[config.mk]
export PLATFORM = sky130hd
export DESIGN_NAME = an_code_encoder_seq_flat
export DESIGN_NICKNAME = d
export VERILOG_FILES = /design/src/rtl/an_code_encoder_seq_pkg.sv /design/src/rtl/an_code_encoder_seq_if.sv /design/src/rtl/an_code_encoder_seq_err_inject.sv /design/src/rtl/an_code_encoder_seq.sv /design/src/flat_wrapper.sv
export SDC_FILE = /design/constraint.sdc
export NUM_CORES = 1
export LEC_CHECK = 0
export CAP_MARGIN = 20
export CORE_MARGIN = 3
export CORE_UTILIZATION = 40
export CTS_BUF_LIST = sky130_fd_sc_hd__clkbuf_4 sky130_fd_sc_hd__clkbuf_8 sky130_fd_sc_hd__clkbuf_16
export DETAILED_ROUTE_END_ITERATION = 10
export GPL_TIMING_DRIVEN = 0
export PLACE_DENSITY_LB_ADDON = 0.08
export SYNTH_ARGS = -nofsm -noshare
export SYNTH_HDL_FRONTEND = slang
export SYNTH_HIERARCHICAL = 1
export SYNTH_SLANG_ARGS = --single-unit
[constraint.sdc]
create_clock -name clk -period 3.27 [get_ports clk]
set_clock_uncertainty 0.2 [all_clocks]
set_input_delay 0.327 -clock clk [delete_from_list [all_inputs] [get_ports clk]]
set_output_delay 0.327 -clock clk [all_outputs]
set_load 0.02 [all_outputs]
[src/rtl/an_code_encoder_seq_pkg.sv]
// Shared AN-code constants, FSM state type and word typedefs.
// Also used by the SEC LUT decoder at the receive end of the link.
package an_code_pkg;

  localparam int unsigned AN_A   = 18613;
  localparam int unsigned AN_N_W = 30;
  localparam int unsigned AN_A_W = 15;
  localparam int unsigned AN_W_W = 45;

  typedef enum logic [1:0] {
    IDLE = 2'd0,
    CALC = 2'd1,
    DONE = 2'd2
  } an_state_t;

  typedef logic [AN_N_W-1:0] an_word_t;
  typedef logic [AN_W_W-1:0] an_code_t;

endpackage

[src/rtl/an_code_encoder_seq_if.sv]
// Valid/ready bus of the AN-code encoder: data word in, codeword out.
// Error-injection controls exist only when ERR_INJECT_EN is defined.
interface an_code_encoder_seq_if
  import an_code_pkg::*;
#(
  parameter int unsigned N_W = AN_N_W,
  parameter int unsigned W_W = AN_W_W
);
  logic           in_valid;
  logic           in_ready;
  logic [N_W-1:0] N_in;
  logic           out_valid;
  logic           out_ready;
  logic [W_W-1:0] W_out;
`ifdef ERR_INJECT_EN
  logic           inj_en;
  logic           inj_sign;
  logic [5:0]     inj_pos;
`endif

  // Encoder side
  modport slave (
    input  in_valid, N_in, out_ready,
`ifdef ERR_INJECT_EN
    input  inj_en, inj_sign, inj_pos,
`endif
    output in_ready, out_valid, W_out
  );

  // Upstream/downstream side
  modport master (
    output in_valid, N_in, out_ready,
`ifdef ERR_INJECT_EN
    output inj_en, inj_sign, inj_pos,
`endif
    input  in_ready, out_valid, W_out
  );
endinterface

[src/rtl/an_code_encoder_seq_err_inject.sv]
// Combinational error-term generator: +2^pos or -2^pos (mod 2^W_W), or 0.
// Used only when ERR_INJECT_EN is defined.
module an_err_inject
  import an_code_pkg::*;
#(
  parameter int unsigned W_W = AN_W_W
) (
  input  logic           en,
  input  logic           sign,
  input  logic [5:0]     pos,
  output logic [W_W-1:0] init
);
  logic [W_W-1:0] pw;

  always_comb begin
    pw   = '0;
    init = '0;
    if (en && (int'(pos) < int'(W_W))) begin
      pw   = W_W'(1) << pos;
      init = sign ? (W_W'(0) - pw) : pw;
    end
  end
endmodule

[src/rtl/an_code_encoder_seq.sv]
// Sequential AN-code encoder W = A*N, one bit of A per cycle via shift-add.
// Optional link-test error injection enabled by macro ERR_INJECT_EN.
module an_code_encoder_seq
  import an_code_pkg::*;
#(
  parameter int unsigned A   = AN_A,
  parameter int unsigned N_W = AN_N_W,
  parameter int unsigned A_W = AN_A_W,
  parameter int unsigned W_W = AN_W_W
) (
  input  logic                  clk,
  input  logic                  rst,
  an_code_encoder_seq_if.slave  bus
);
  localparam int unsigned STEP_W = $clog2(A_W);
  localparam logic [A_W-1:0] A_BITS = A_W'(A);

  an_state_t       state_q, state_d;
  logic [STEP_W-1:0] step_q, step_d;
  logic [W_W-1:0]  mreg_q, mreg_d;
  logic [W_W-1:0]  acc_q, acc_d;
  logic [W_W-1:0]  init;
  logic [N_W-1:0]  n_in;
  logic            accept;

  assign n_in = bus.N_in;

`ifdef ERR_INJECT_EN
  an_err_inject #(.W_W(W_W)) u_err_inject (
    .en   (bus.inj_en),
    .sign (bus.inj_sign),
    .pos  (bus.inj_pos),
    .init (init)
  );
`else
  assign init = '0;
`endif

  assign bus.in_ready  = (state_q == IDLE) || ((state_q == DONE) && bus.out_ready);
  assign bus.out_valid = (state_q == DONE);
  assign bus.W_out     = acc_q;
  assign accept        = bus.in_valid && bus.in_ready;

  always_comb begin
    state_d = state_q;
    step_d  = step_q;
    mreg_d  = mreg_q;
    acc_d   = acc_q;
    unique case (state_q)
      IDLE: begin
        if (accept) state_d = CALC;
      end
      CALC: begin
        if (A_BITS[step_q]) acc_d = acc_q + mreg_q;
        mreg_d = mreg_q << 1;
        step_d = step_q + STEP_W'(1);
        if (step_q == STEP_W'(A_W - 1)) state_d = DONE;
      end
      DONE: begin
        if (bus.out_ready) state_d = accept ? CALC : IDLE;
      end
      default: state_d = IDLE;
    endcase
    // Load shared by IDLE and DONE accepts; acc starts at the injection term
    if (accept) begin
      mreg_d = W_W'(n_in);
      acc_d  = init;
      step_d = '0;
    end
  end

  always_ff @(posedge clk) begin
    if (rst) begin
      state_q <= IDLE;
      step_q  <= '0;
      mreg_q  <= '0;
      acc_q   <= '0;
    end else begin
      state_q <= state_d;
      step_q  <= step_d;
      mreg_q  <= mreg_d;
      acc_q   <= acc_d;
    end
  end
endmodule

[src/flat_wrapper.sv]
// flat-port wrapper written by rule: the top's interface ports become plain ports
module an_code_encoder_seq_flat import an_code_pkg::*;
#(
  parameter int unsigned A   = AN_A,
  parameter int unsigned N_W = AN_N_W,
  parameter int unsigned A_W = AN_A_W,
  parameter int unsigned W_W = AN_W_W
)
  (clk, rst, bus_in_valid, bus_N_in, bus_out_ready, bus_in_ready, bus_out_valid, bus_W_out);
  an_code_encoder_seq_if #(.N_W(N_W), .W_W(W_W)) bus_i ();
  input  logic clk;
  input  logic rst;
  input wire logic [$bits(bus_i.in_valid)-1:0] bus_in_valid;
  input wire logic [$bits(bus_i.N_in)-1:0] bus_N_in;
  input wire logic [$bits(bus_i.out_ready)-1:0] bus_out_ready;
  output wire logic [$bits(bus_i.in_ready)-1:0] bus_in_ready;
  output wire logic [$bits(bus_i.out_valid)-1:0] bus_out_valid;
  output wire logic [$bits(bus_i.W_out)-1:0] bus_W_out;
  assign bus_i.in_valid = bus_in_valid;
  assign bus_i.N_in = bus_N_in;
  assign bus_i.out_ready = bus_out_ready;
  assign bus_in_ready = bus_i.in_ready;
  assign bus_out_valid = bus_i.out_valid;
  assign bus_W_out = bus_i.W_out;
  an_code_encoder_seq #(.A(A), .N_W(N_W), .A_W(A_W), .W_W(W_W)) u_core (.clk(clk), .rst(rst), .bus(bus_i));
endmodule
==> results by group, run 1 <==
Run status
  • Outcome: finished clean

Critical path
  • Slowest CP cell: fa_1
  • Setup crit start kind: flip-flop
  • Arrival @ worst endpoint: roughly 3.2 ns
  • Crit path kind: flip-flop to flip-flop
  • Critical Path Max Stage Delay: ~0.46 ns
  • Worst path cell trace: ha_1, fa_1, a211oi_1, nor2_1, a41oi_2, o21ai_4, a21oi_4, o31ai_4, a31oi_1, xor2_1, o21ai_1
  • CP max FO: 5
  • Worst Path Required: around 3.3 ns
  • FF-to-FF path depth: 11
  • Endpoint class of the critical path: flip-flop

GRT
  • GRT Overall Usage: between 20% and 30%
  • Largest net degree at the start of global routing: 15
  • Vias in the first global route: approximately 6,000
  • First-pass GRT wire length: between 30 and 40 mm
  • Gr ovfl total: 0
  • Initial antenna violation count: 0

Floorplanning
  • Area of the core: 0.0154 mm^2
  • Die W: around 130 um
  • Row count: 45
  • Ports: between 80 and 90
  • Die Footprint: approximately 0.017 mm^2
  • Die Ht: ~130 um
  • Starting density of the core: between 40 and 50%

Logic synthesis
  • Sequential share of the synthesized area: a little under a third
  • Synthesized cell area: around 0.0063 mm^2
  • Ys async rst share: 0%
  • EDFF count, synth: 0
  • Mapped Cells: about 850
  • Synth Area per Inst: approximately 7.4 um^2
  • Synth area leaders: dfxtp_1, nand2_1, ha_1, a21oi_1, xnor2_1
  • Most common cell in the synthesized netlist: nand2_1
  • Synth Register Bits: 97
  • Yosys top cell by area: dfxtp_1
  • Distinct cells, synth: between 50 and 60
  • Synth Flop Type: dfxtp_1
  • Post-Syn Nets: between 900 and 1,000
  • Synth top cells by count: nand2_1, a21oi_1, dfxtp_1
  • Synth top area share: between 30% and 40%
  • Yosys warning count: 6

Placement
  • Hpwl dp: 14.5 mm
  • Placed Area: 0.00739 mm^2
  • Port Buf Inserts: around 80
  • Final Wtd Congestion: about 0.9

Power
  • Worst VDD drop: ~0.25 mV
  • Sequential share of power: between 40% and 50%
  • Clock network power share: a little over a third
  • Switch share: between 20% and 30%
  • Int Power: roughly 2 mW
  • Pwr dens: roughly 370 mW/mm^2
  • Sw Pwr: between 0.8 and 0.9 mW
  • P_leak: 2.92 nW
  • Logic pwr share: between 10% and 20%

Final layout
  • Final instance area: slightly below 0.008 mm^2
  • Layout cell share with drive strength beyond 1: roughly 4.2%
  • Nets@finish: slightly above 1,000
  • Area Overhead vs Synth: 21.7%
  • Antenna Cells: 0
  • Final Util: 50.2%

Timing
  • FMAX: 0.317 GHz
  • Post-route minimum period: ~3.2 ns
  • Slew @ Worst Pin: around 0.73 ns
  • Max Slew Vio Count: 0
  • Crit share post-route: 96.4%
  • Setup-failing EPs final: 0
  • Rel. slew slack: between 50 and 60%
  • Final Hold Viols: 0
  • Hold Worst Slack: 0.191 ns

CTS
  • Clock buffer count from CTS: 9
  • Longest Clk Path Bufs: 2
  • Reg clk slew, reported paths: 0.07 ns
  • Hold-fix buffers, CTS: 0
  • TritonCTS clock tree: built
  • Clock root buffer: clkbuf_16
  • Skew-Pair Late Insertion Delay: 0.35 ns
  • CTS H-tree depth: 3
  • CTS Sinks: 97

Drt
  • Drt pass-1 iters: 5
  • Post-route DRC violation count: 0
  • Final WL: ~19 mm
  • WL per Instance: about 17 um
  • Via density: approximately 5.5
  • Post-route ant nets: 0
  • Detailed Route Iter0 Violations: 459
  • Vias after detailed routing: approximately 6,300

Run
  • Max_cap viols: 0

Hold path
  • Kind of path behind the tightest hold check: input pin to flip-flop
  • Depth of the worst hold-timing path: 2
final cells by class:
cell class / count / area, um^2
timing repair buffer: 80 / 798
tap: 211 / 264
clock buffer: 12 / 267
inverter: 16 / 60.1
buffer: 51 / 198
fill: 1577 / 7660
clock inverter: 3 / 15.0
sequential: 97 / 1940
multi-input combinational: 685 / 4170
routing by layer:
layer | share of wire, % | up-vias | global-route usage (%)
met5 | 0 | - | 0
met4 | 1.3 | 0 | 6.42
met3 | 4.0 | 15 | 2.71
li1 | - | 3214 | -
met1 | 51 | 2944 | 32.5
met2 | 43 | 146 | 33.4
critical path: cells and delay by family, from the launching register on:
kind / cells / cell delay (ns)
adder cells (fa/ha/maj): 2 / 0.70
XOR/XNOR: 1 / 0.17
AND/OR/NAND/NOR: 1 / 0.12
AO/OA/AOI/OAI: 7 / 1.50
flip-flops: 1 / 0.34
power by group through the flow:
stage | combinational (mW) | clock [mW] | sequential (mW)
global placement | 0.515 | 0 | 1.31
floorplan | 0.321 | 0 | 1.30
global route | 0.576 | 1.09 | 1.28
finish | 0.523 | 1.03 | 1.28
detailed placement | 0.516 | 0 | 1.30
CTS | 0.519 | 1.05 | 1.28
final timing paths:
kind	to	start	slack, ns
max reg2reg	u_core/bus.W_out[42]	u_core/bus.W_out[0]	0.12
min	u_core/mreg_q[4]	rst	0.19
max	u_core/bus.W_out[42]	u_core/bus.W_out[0]	0.12
min reg2reg	u_core/bus.W_out[28]	u_core/bus.W_out[28]	0.27
logic make-up after synthesis:
family,after synthesis,share of synthesized area [%]
and+or+nand+nor,335,23.0
AOI/OAI and AO/OA,265,27.5
DFF,97,30.6
buffers and inverters,70,4.25
adders and majority gates,47,9.40
xor gates and xnor gates,38,5.25
per-stage QoR:
step / TNS (ns) / instances / total power [mW] / setup slack, ns
2_1_floorplan: 0 / 852 / 1.63 / 0.368
3_3_place_gp: -0.892 / 1142 / 1.82 / -0.278
3_5_place_dp: -0.521 / 1142 / 1.82 / -0.223
4_1_cts: -0.148 / 1157 / 2.85 / -0.0572
5_1_grt: -0.0602 / 1155 / 2.95 / -0.0279
6_report: 0 / 1155 / 2.83 / 0.119
layout by cell type (no fill, tap or decap), types with 3 or more instances in the layout:
master	n
a211oi_1	12
a21o_1	27
a21oi_1	103
a311oi_1	27
a31oi_1	7
a32oi_1	3
and2_1	5
and3_1	6
buf_1	5
clkbuf_1	43
clkbuf_16	9
clkbuf_8	3
clkdlybuf4s50_1	79
clkinv_2	3
dfxtp_1	97
ha_1	46
inv_1	16
nand2_1	190
nand2b_1	4
nand3_1	26
nand4_1	14
nor2_1	57
nor2b_1	4
nor3_1	10
o211ai_1	3
o21a_1	6
o21ai_0	26
o21ai_1	9
o21bai_1	9
o221ai_1	3
o31ai_1	3
or2_2	3
or3_1	5
xnor2_1	30
xor2_1	8
registers in the layout, summed over array words and instances, names as in the netlist, named ones only:
register,count
u_core/bus.W_out,45
u_core/step_q,4
u_core/mreg_q,45
u_core/state_q,2
repair_timing:
| item | in CTS | in global routing |
|---|---|---|
| setup buffers | 0 | 1 |
| pin swaps | 0 | 2 |
| setup endpoints to repair | 9 | 18 |
| gates resized for setup | 2 | 5 |
Power figures use the tool's default switching activity.
==> run 2, diff against run 1 <==
- ABC_AREA: default -> 1
- TNS_END_PERCENT: default -> 100
==> run 2 against run 1 <==
Final cell count grew 41%. Critical path depth up 3. Global-route usage grew 1.0 points. Utilization fell by 1.9 points. Critical endpoint is now u_core/bus.W_out[38]. Sequential power increased by 3%. Worst setup slack gained 0.48 ns. Clock power increased by 6%. Flip-flop and latch count unchanged.
==> results by group, run 2 <==
Run status
  • Outcome: finished clean

Hold path
  • Min-Delay Endpoint: u_core/mreg_q[3]
  • Hold path start: rst
  • Kind of path behind the tightest hold check: input pin to flip-flop
  • Depth of the worst hold-timing path: 2 (unchanged)

Power
  • Worst VDD drop: 0.245 mV (-2.8%)
  • Pwr dens: 350 mW/mm^2 (-4.7%)
  • P_leak: 4.59 nW (+57%)
  • Overall power: 3.17 mW (+12%)

Timing
  • Rel. slew slack: 53.6% (+2.5 points)
  • FMAX: 0.374 GHz (+18%)
  • Post-Route Setup TNS: 0 ns (unchanged)
  • Post-route minimum period: 2.67 ns (-0.478 ns)
  • Setup-failing EPs final: 0 (unchanged)
  • Crit share post-route: 81.7% (-15 points)
  • Slew @ Worst Pin: 0.696 ns (-0.0370 ns)
  • RSZ-0062 raised after global routing: no
  • Final Hold Viols: 0 (unchanged)
  • Max Slew Vio Count: 0 (unchanged)

Logic synthesis
  • Simple-Gate Fraction of Synth Area: 38.0% (+15 points)
  • Post-Synth Adder-Cell Area: 7.77% (-1.6 points)
  • Post-Synth XOR/XNOR Area: 2.86% (-2.4 points)
  • Post-Syn Nets: 1,378 (+48%)
  • Sequential share of the synthesized area: 25.3% (-5.3 points)
  • Synth Area per Inst: 5.91 um^2 (-20%)
  • Synthesized cell area: 0.00767 mm^2 (+21%)
  • Synth top cells by count: nand2_1, inv_1, dfxtp_1
  • Multiplexer share of the synthesized area: 0% (unchanged)
  • Yosys warning count: 6 (unchanged)
  • EDFF count, synth: 0 (unchanged)
  • Synth top area share: 25.3% (-5.3 points)
  • Ys async rst share: 0% (unchanged)
  • Yosys top cell by area: dfxtp_1
  • Synth Area in Compound Gates: 11.0% (-17 points)
  • Synth Flop Type: dfxtp_1
  • Distinct cells, synth: 29 (-51%)
  • Mapped Cells: 1,297 (+52%)
  • Largest family of logic cells by synthesized area: simple AND/OR/NAND/NOR gates
  • Most common cell in the synthesized netlist: nand2_1
  • Synth area leaders: dfxtp_1, nand2_1, inv_1, ha_1, a21oi_1
  • Synth Register Bits: 97 (unchanged)

Floorplanning
  • Row count: 50 (+11%)
  • Starting density of the core: 40.9% (-0.36 points)
  • Die Ht: 144 um (+9.6%)
  • Ports: 81 (unchanged)
  • Die Footprint: 0.0209 mm^2 (+20%)
  • Area of the core: 0.0188 mm^2 (+22%)
  • Die W: 144 um (+9.6%)

GRT
  • Largest net degree at the start of global routing: 20 (+5)
  • Initial antenna violation count: 0 (unchanged)
  • First-pass GRT wire length: 37.3 mm (+19%)
  • Gr ovfl total: 0 (unchanged)
  • Vias in the first global route: 7,213 (+21%)
  • GRT Overall Usage: 23.0% (+1.0 points)

CTS
  • TritonCTS clock tree: built
  • CTS Sinks: 97 (unchanged)
  • Post-CTS setup buffers: 0 (unchanged)
  • PostCTS Resize Cnt: 0 (-2)
  • Skew-Pair Late Insertion Delay: 0.36 ns (about the same)
  • Hold-fix buffers, CTS: 0 (unchanged)
  • CTS H-tree depth: 3 (unchanged)
  • Longest Clk Path Bufs: 2 (unchanged)
  • Clock buffer count from CTS: 9 (unchanged)
  • Reg clk slew, reported paths: 0.08 ns (about the same)
  • Clock root buffer: clkbuf_16

Critical path
  • CP max FO: 5 (unchanged)
  • R2r setup slk: 0.60 ns (+0.48 ns)
  • FF-to-FF path depth: 14 (+3)
  • Arrival @ worst endpoint: 2.74 ns (-0.45 ns)
  • Crit path kind: flip-flop to flip-flop
  • R2R Path End: u_core/bus.W_out[38]
  • Setup crit start kind: flip-flop
  • Worst Path Required: 3.34 ns (+0.03 ns)
  • R2r startpoint: u_core/bus.W_out[0]
  • Endpoint class of the critical path: flip-flop

Run
  • Max_cap viols: 0 (unchanged)

Final layout
  • Nets@finish: 1,468 (+44%)
  • Antenna Cells: 0 (unchanged)
  • Commonest non-fill, non-tap cells in the layout: nand2_1, inv_1, dfxtp_1, a21oi_1, clkdlybuf4s50_1
  • Most common cell after layout, fill and taps aside: nand2_1
  • Area of the multi-input gates: 0.00457 mm^2 (+9.6%)
  • Layout cell share with drive strength beyond 1: 7.90% (+3.7 points)
  • # fillers: 1,989 (+26%)
  • Area Overhead vs Synth: 18.0%
  • Register area: 0.00194 mm^2 (unchanged)

Placement
  • Final Wtd Congestion: 0.941 (+2.7%)
  • Port Buf Inserts: 79 (unchanged)
  • Hpwl dp: 19.1 mm (+31%)

Drt
  • Detailed Route Iter0 Violations: 481 (+4.8%)
  • Via density: 4.71 (-14%)
  • Drt pass-1 iters: 4 (-1)
  • Final WL: 23.3 mm (+21%)
  • WL per Instance: 14.3 um (-14%)
  • Post-route DRC violation count: 0 (unchanged)
  • Vias after detailed routing: 7,659 (+21%)
  • Post-route ant nets: 0 (unchanged)
[run 2: changes by cell type in the layout (fill, tap and decap cells not counted), sizes merged, moves of 28 or more]
cell,previous run,this run
nand2,192,489
nor2,57,85
nand3,26,75
xnor2,30,1
inv,16,277
[run 2: cells by family (layout without fill, tap and decap cells)]
kind of cell	Yosys count	after routing
buffers and inverters	304	399
adders and majority gates	47	47
AOI/OAI and AO/OA	156	156
xor gates and xnor gates	25	25
and+or+nand+nor	668	668
DFF	97	97
[run 2: worst max-delay path, stage by stage (launching register included)]
cell and delay [ns]:
dfxtp_1 0.34, ha_1 0.25, fa_1 0.44, nand3_1 0.11, nand3_1 0.20, nand2_1 0.12
nand2_1 0.14, nand2_1 0.13, nand3_2 0.17, nand2_1 0.18, nand2_1 0.07, nand2_1 0.06
nand3_1 0.07, nand2_1 0.07, inv_1 0.03
[run 2: metrics by stage]
step | util, % | hold slack (ns) | setup WS, ns | cell area (um^2) | instances
global route | 48.2 | 0.125 | 0.372 | 9050 | 1626
floorplan | - | 0.253 | 1.05 | 7670 | 1297
finish | 48.2 | 0.0982 | 0.598 | 9050 | 1626
CTS | 48.2 | 0.114 | 0.614 | 9050 | 1626
detailed placement | 46.6 | 0.273 | 0.634 | 8750 | 1610
global placement | 46.6 | 0.271 | 0.623 | 8750 | 1610
[run 2: final cells by class]
class	count	share of cell area (%)
Clock buffer	9	2.49
Sequential cell	97	21.5
Tap cell	234	3.24
Clock inverter	7	0.802
Buffer	31	1.47
Timing Repair Buffer	79	8.74
Multi-Input combinational cell	896	50.5
Inverter	273	11.3
[run 2: how the worst max path moves through the flow]
stage	start	endpoint	slack (ns)	cells past startpoint
after global routing	u_core/bus.W_out[0]	u_core/bus.W_out[38]	0.37	14
after global placement	u_core/bus.W_out[0]	u_core/bus.W_out[38]	0.62	14
final	u_core/bus.W_out[0]	u_core/bus.W_out[38]	0.60	14
after CTS	u_core/bus.W_out[0]	u_core/bus.W_out[38]	0.61	14
after detailed placement	u_core/bus.W_out[0]	u_core/bus.W_out[38]	0.63	14
after floorplan	u_core/bus.W_out[0]	u_core/bus.W_out[24]	1.05	11
[run 2: power breakdown]
part	switching (mW)	internal [mW]	total (mW)
registers	0.0632	1.25	1.32
clock network	0.547	0.541	1.09
logic	0.481	0.282	0.764
total	1.09	2.08	3.17
[run 2: metal layers]
| metal | track usage, % | share of wire (%) | vias up |
|---|---|---|---|
| met5 | 0 | 0 | - |
| met4 | 5.06 | 1.3 | 0 |
| met3 | 3.27 | 3.8 | 16 |
| met2 | 35.6 | 43 | 131 |
| met1 | 33.8 | 52 | 3377 |
| li1 | - | - | 4135 |
==> run 3, diff against run 2 <==
- clock period: 3.27 -> 2.7 ns (I/O delays scaled with it)
==> run 3 against run 2 <==
Combinational power up 21%. Critical path depth unchanged. Design area up 0.22%. Non-clock buffer count unchanged. Worst setup slack worse by 0.42 ns. Routed wire length about the same. Final cell count unchanged. Clock-buffer cell count unchanged. Sequential power up 20%. Via count unchanged. Global-route usage unchanged. Highest routed layer unchanged.
==> results by group, run 3 (synthesis gave the netlist of run 2 again) <==
Timing
  • Slew @ Worst Pin: 0.697 ns (+0.000773 ns)
  • Setup-failing EPs final: 0 (unchanged)
  • FMAX: 0.397 GHz (+6.0%)
  • Post-Route Setup TNS: 0 ns (unchanged)
  • RSZ-0062 raised after global routing: no
  • Post-route minimum period: 2.52 ns (-0.151 ns)
  • PnR worst setup slack: 0.178 ns (-0.419 ns)
  • Rel. slew slack: 53.5% (about the same)
  • Max Slew Vio Count: 0 (unchanged)
  • Crit share post-route: 93.4% (+12 points)
  • Final Hold Viols: 0 (unchanged)

GRT
  • First-pass GRT wire length: 37.3 mm (unchanged)
  • Largest net degree at the start of global routing: 20 (unchanged)
  • GRT Overall Usage: 23.0% (unchanged)
  • Vias in the first global route: 7,213 (unchanged)
  • Initial antenna violation count: 0 (unchanged)
  • Gr ovfl total: 0 (unchanged)

Final layout
  • Layout cell share with drive strength beyond 1: 8.19% (+0.29 points)
  • Post-route insts no fill: 1,626 (unchanged)
  • Commonest non-fill, non-tap cells in the layout: nand2_1, inv_1, dfxtp_1, a21oi_1, clkdlybuf4s50_1
  • Area Overhead vs Synth: 18.3%
  • Antenna Cells: 0 (unchanged)
  • Nets@finish: 1,468 (unchanged)
  • Most common cell after layout, fill and taps aside: nand2_1

Placement
  • Port Buf Inserts: 79 (unchanged)
  • Final Wtd Congestion: 0.941 (unchanged)
  • Dpl ws: 0.0644 ns (-0.570 ns)
  • Hpwl dp: 19.1 mm (unchanged)
  • Dpl cells: 1,610 (unchanged)

Power
  • Pwr dens: 423 mW/mm^2 (+21%)
  • P_leak: 4.60 nW (+0.17%)
  • Worst VDD drop: 0.297 mV (+21%)
  • Overall power: 3.84 mW (+21%)

CTS
  • Skew-Pair Late Insertion Delay: 0.36 ns (about the same)
  • CTS Sinks: 97 (unchanged)
  • Reg clk slew, reported paths: 0.08 ns (about the same)
  • TritonCTS clock tree: built
  • Clock buffer count from CTS: 9 (unchanged)
  • Longest Clk Path Bufs: 2 (unchanged)
  • CTS H-tree depth: 3 (unchanged)
  • Clock root buffer: clkbuf_16

Drt
  • Final WL: 23.3 mm (about the same)
  • Detailed Route Iter0 Violations: 445 (-7.5%)
  • Vias after detailed routing: 7,659 (unchanged)
  • Via density: 4.71 (unchanged)
  • Post-route ant nets: 0 (unchanged)
  • Post-route DRC violation count: 0 (unchanged)
  • Drt pass-1 iters: 5 (+1)
  • WL per Instance: 14.3 um (about the same)

Floorplanning
  • Die Ht: 144 um (unchanged)
  • Ports: 81 (unchanged)
  • Die Footprint: 0.0209 mm^2 (unchanged)
  • Area of the core: 0.0188 mm^2 (unchanged)
  • Die W: 144 um (unchanged)
  • Row count: 50 (unchanged)
  • Starting density of the core: 40.9% (unchanged)

Hold path
  • Depth of the worst hold-timing path: 2 (unchanged)
  • Kind of path behind the tightest hold check: input pin to flip-flop

Run
  • Max_cap viols: 0 (unchanged)

Critical path
  • Crit path kind: flip-flop to flip-flop
  • FF-to-FF path depth: 14 (unchanged)
  • Worst Path Required: 2.76 ns (-0.58 ns)
  • Setup crit start kind: flip-flop
  • Endpoint class of the critical path: flip-flop
  • Arrival @ worst endpoint: 2.58 ns (-0.16 ns)
  • CP max FO: 5 (unchanged)

Run status
  • Outcome: finished clean
[run 3: cell types whose count changed in the layout (fill, tap and decap cells not counted)]
cell and delta:
nand3_4 +1, fa_2 +1, nand3_1 -1, nand2_2 +2
nand2_1 -2, fa_1 -1
[run 3: power breakdown]
part / internal [mW] / leakage, nW / switching (mW)
registers: 1.52 / 0.791 / 0.0765
logic: 0.342 / 3.66 / 0.583
clock network: 0.655 / 0.143 / 0.662
total: 2.51 / 4.60 / 1.32
[run 3: area by class of cell]
class,instances,area (um^2)
buffer,31,133
clock buffer,9,225
clock inverter,7,72.6
fill,1983,9700
inverter,273,1020
multi-input combinational,896,4590
sequential,97,1940
tap,234,293
timing repair buffer,79,791
[run 3: worst paths after layout]
path	from	endpoint	slack [ns]
hold / removal	rst	u_core/mreg_q[3]	0.04
setup reg to reg	u_core/bus.W_out[0]	u_core/bus.W_out[32]	0.18
setup / recovery	u_core/bus.W_out[0]	u_core/bus.W_out[32]	0.18
hold reg to reg	u_core/mreg_q[44]	u_core/mreg_q[44]	0.28
[run 3: metal layers]
layer	vias to the layer above	global-route usage, %	wire [um]
met5	-	0	0
met4	0	5.06	292
met3	16	3.27	840
met2	135	35.6	9920
met1	3373	33.8	12300
li1	4135	-	-
[run 3: critical path: stages, from the launching register on]
cell and delay (ns):
dfxtp_1 0.34, ha_1 0.26, fa_2 0.38, nand3_1 0.11, nand3_2 0.14, nand2_1 0.09
nand2_1 0.15, nand2_1 0.13, nand3_2 0.16, nand2_1 0.13, nand2_1 0.06, nand2_1 0.06
nand3_1 0.10, nand2_1 0.08, inv_1 0.04
[run 3: what timing repair did]
action                                  in CTS  in global routing
endpoints found under the setup margin       0                  7
setup buffers                                0                  0
hold buffers                                 0                  0
resized for setup                            0                  5
[run 3: stage by stage]
| stage | cell area [um^2] | util, % | hold slack [ns] |
|---|---|---|---|
| floorplan | 7670 | - | 0.219 |
| global placement | 8750 | 46.6 | 0.271 |
| CTS | 9050 | 48.2 | 0.0567 |
| finish | 9070 | 48.3 | 0.0417 |
| detailed placement | 8750 | 46.6 | 0.273 |
| global route | 9070 | 48.3 | 0.0683 |
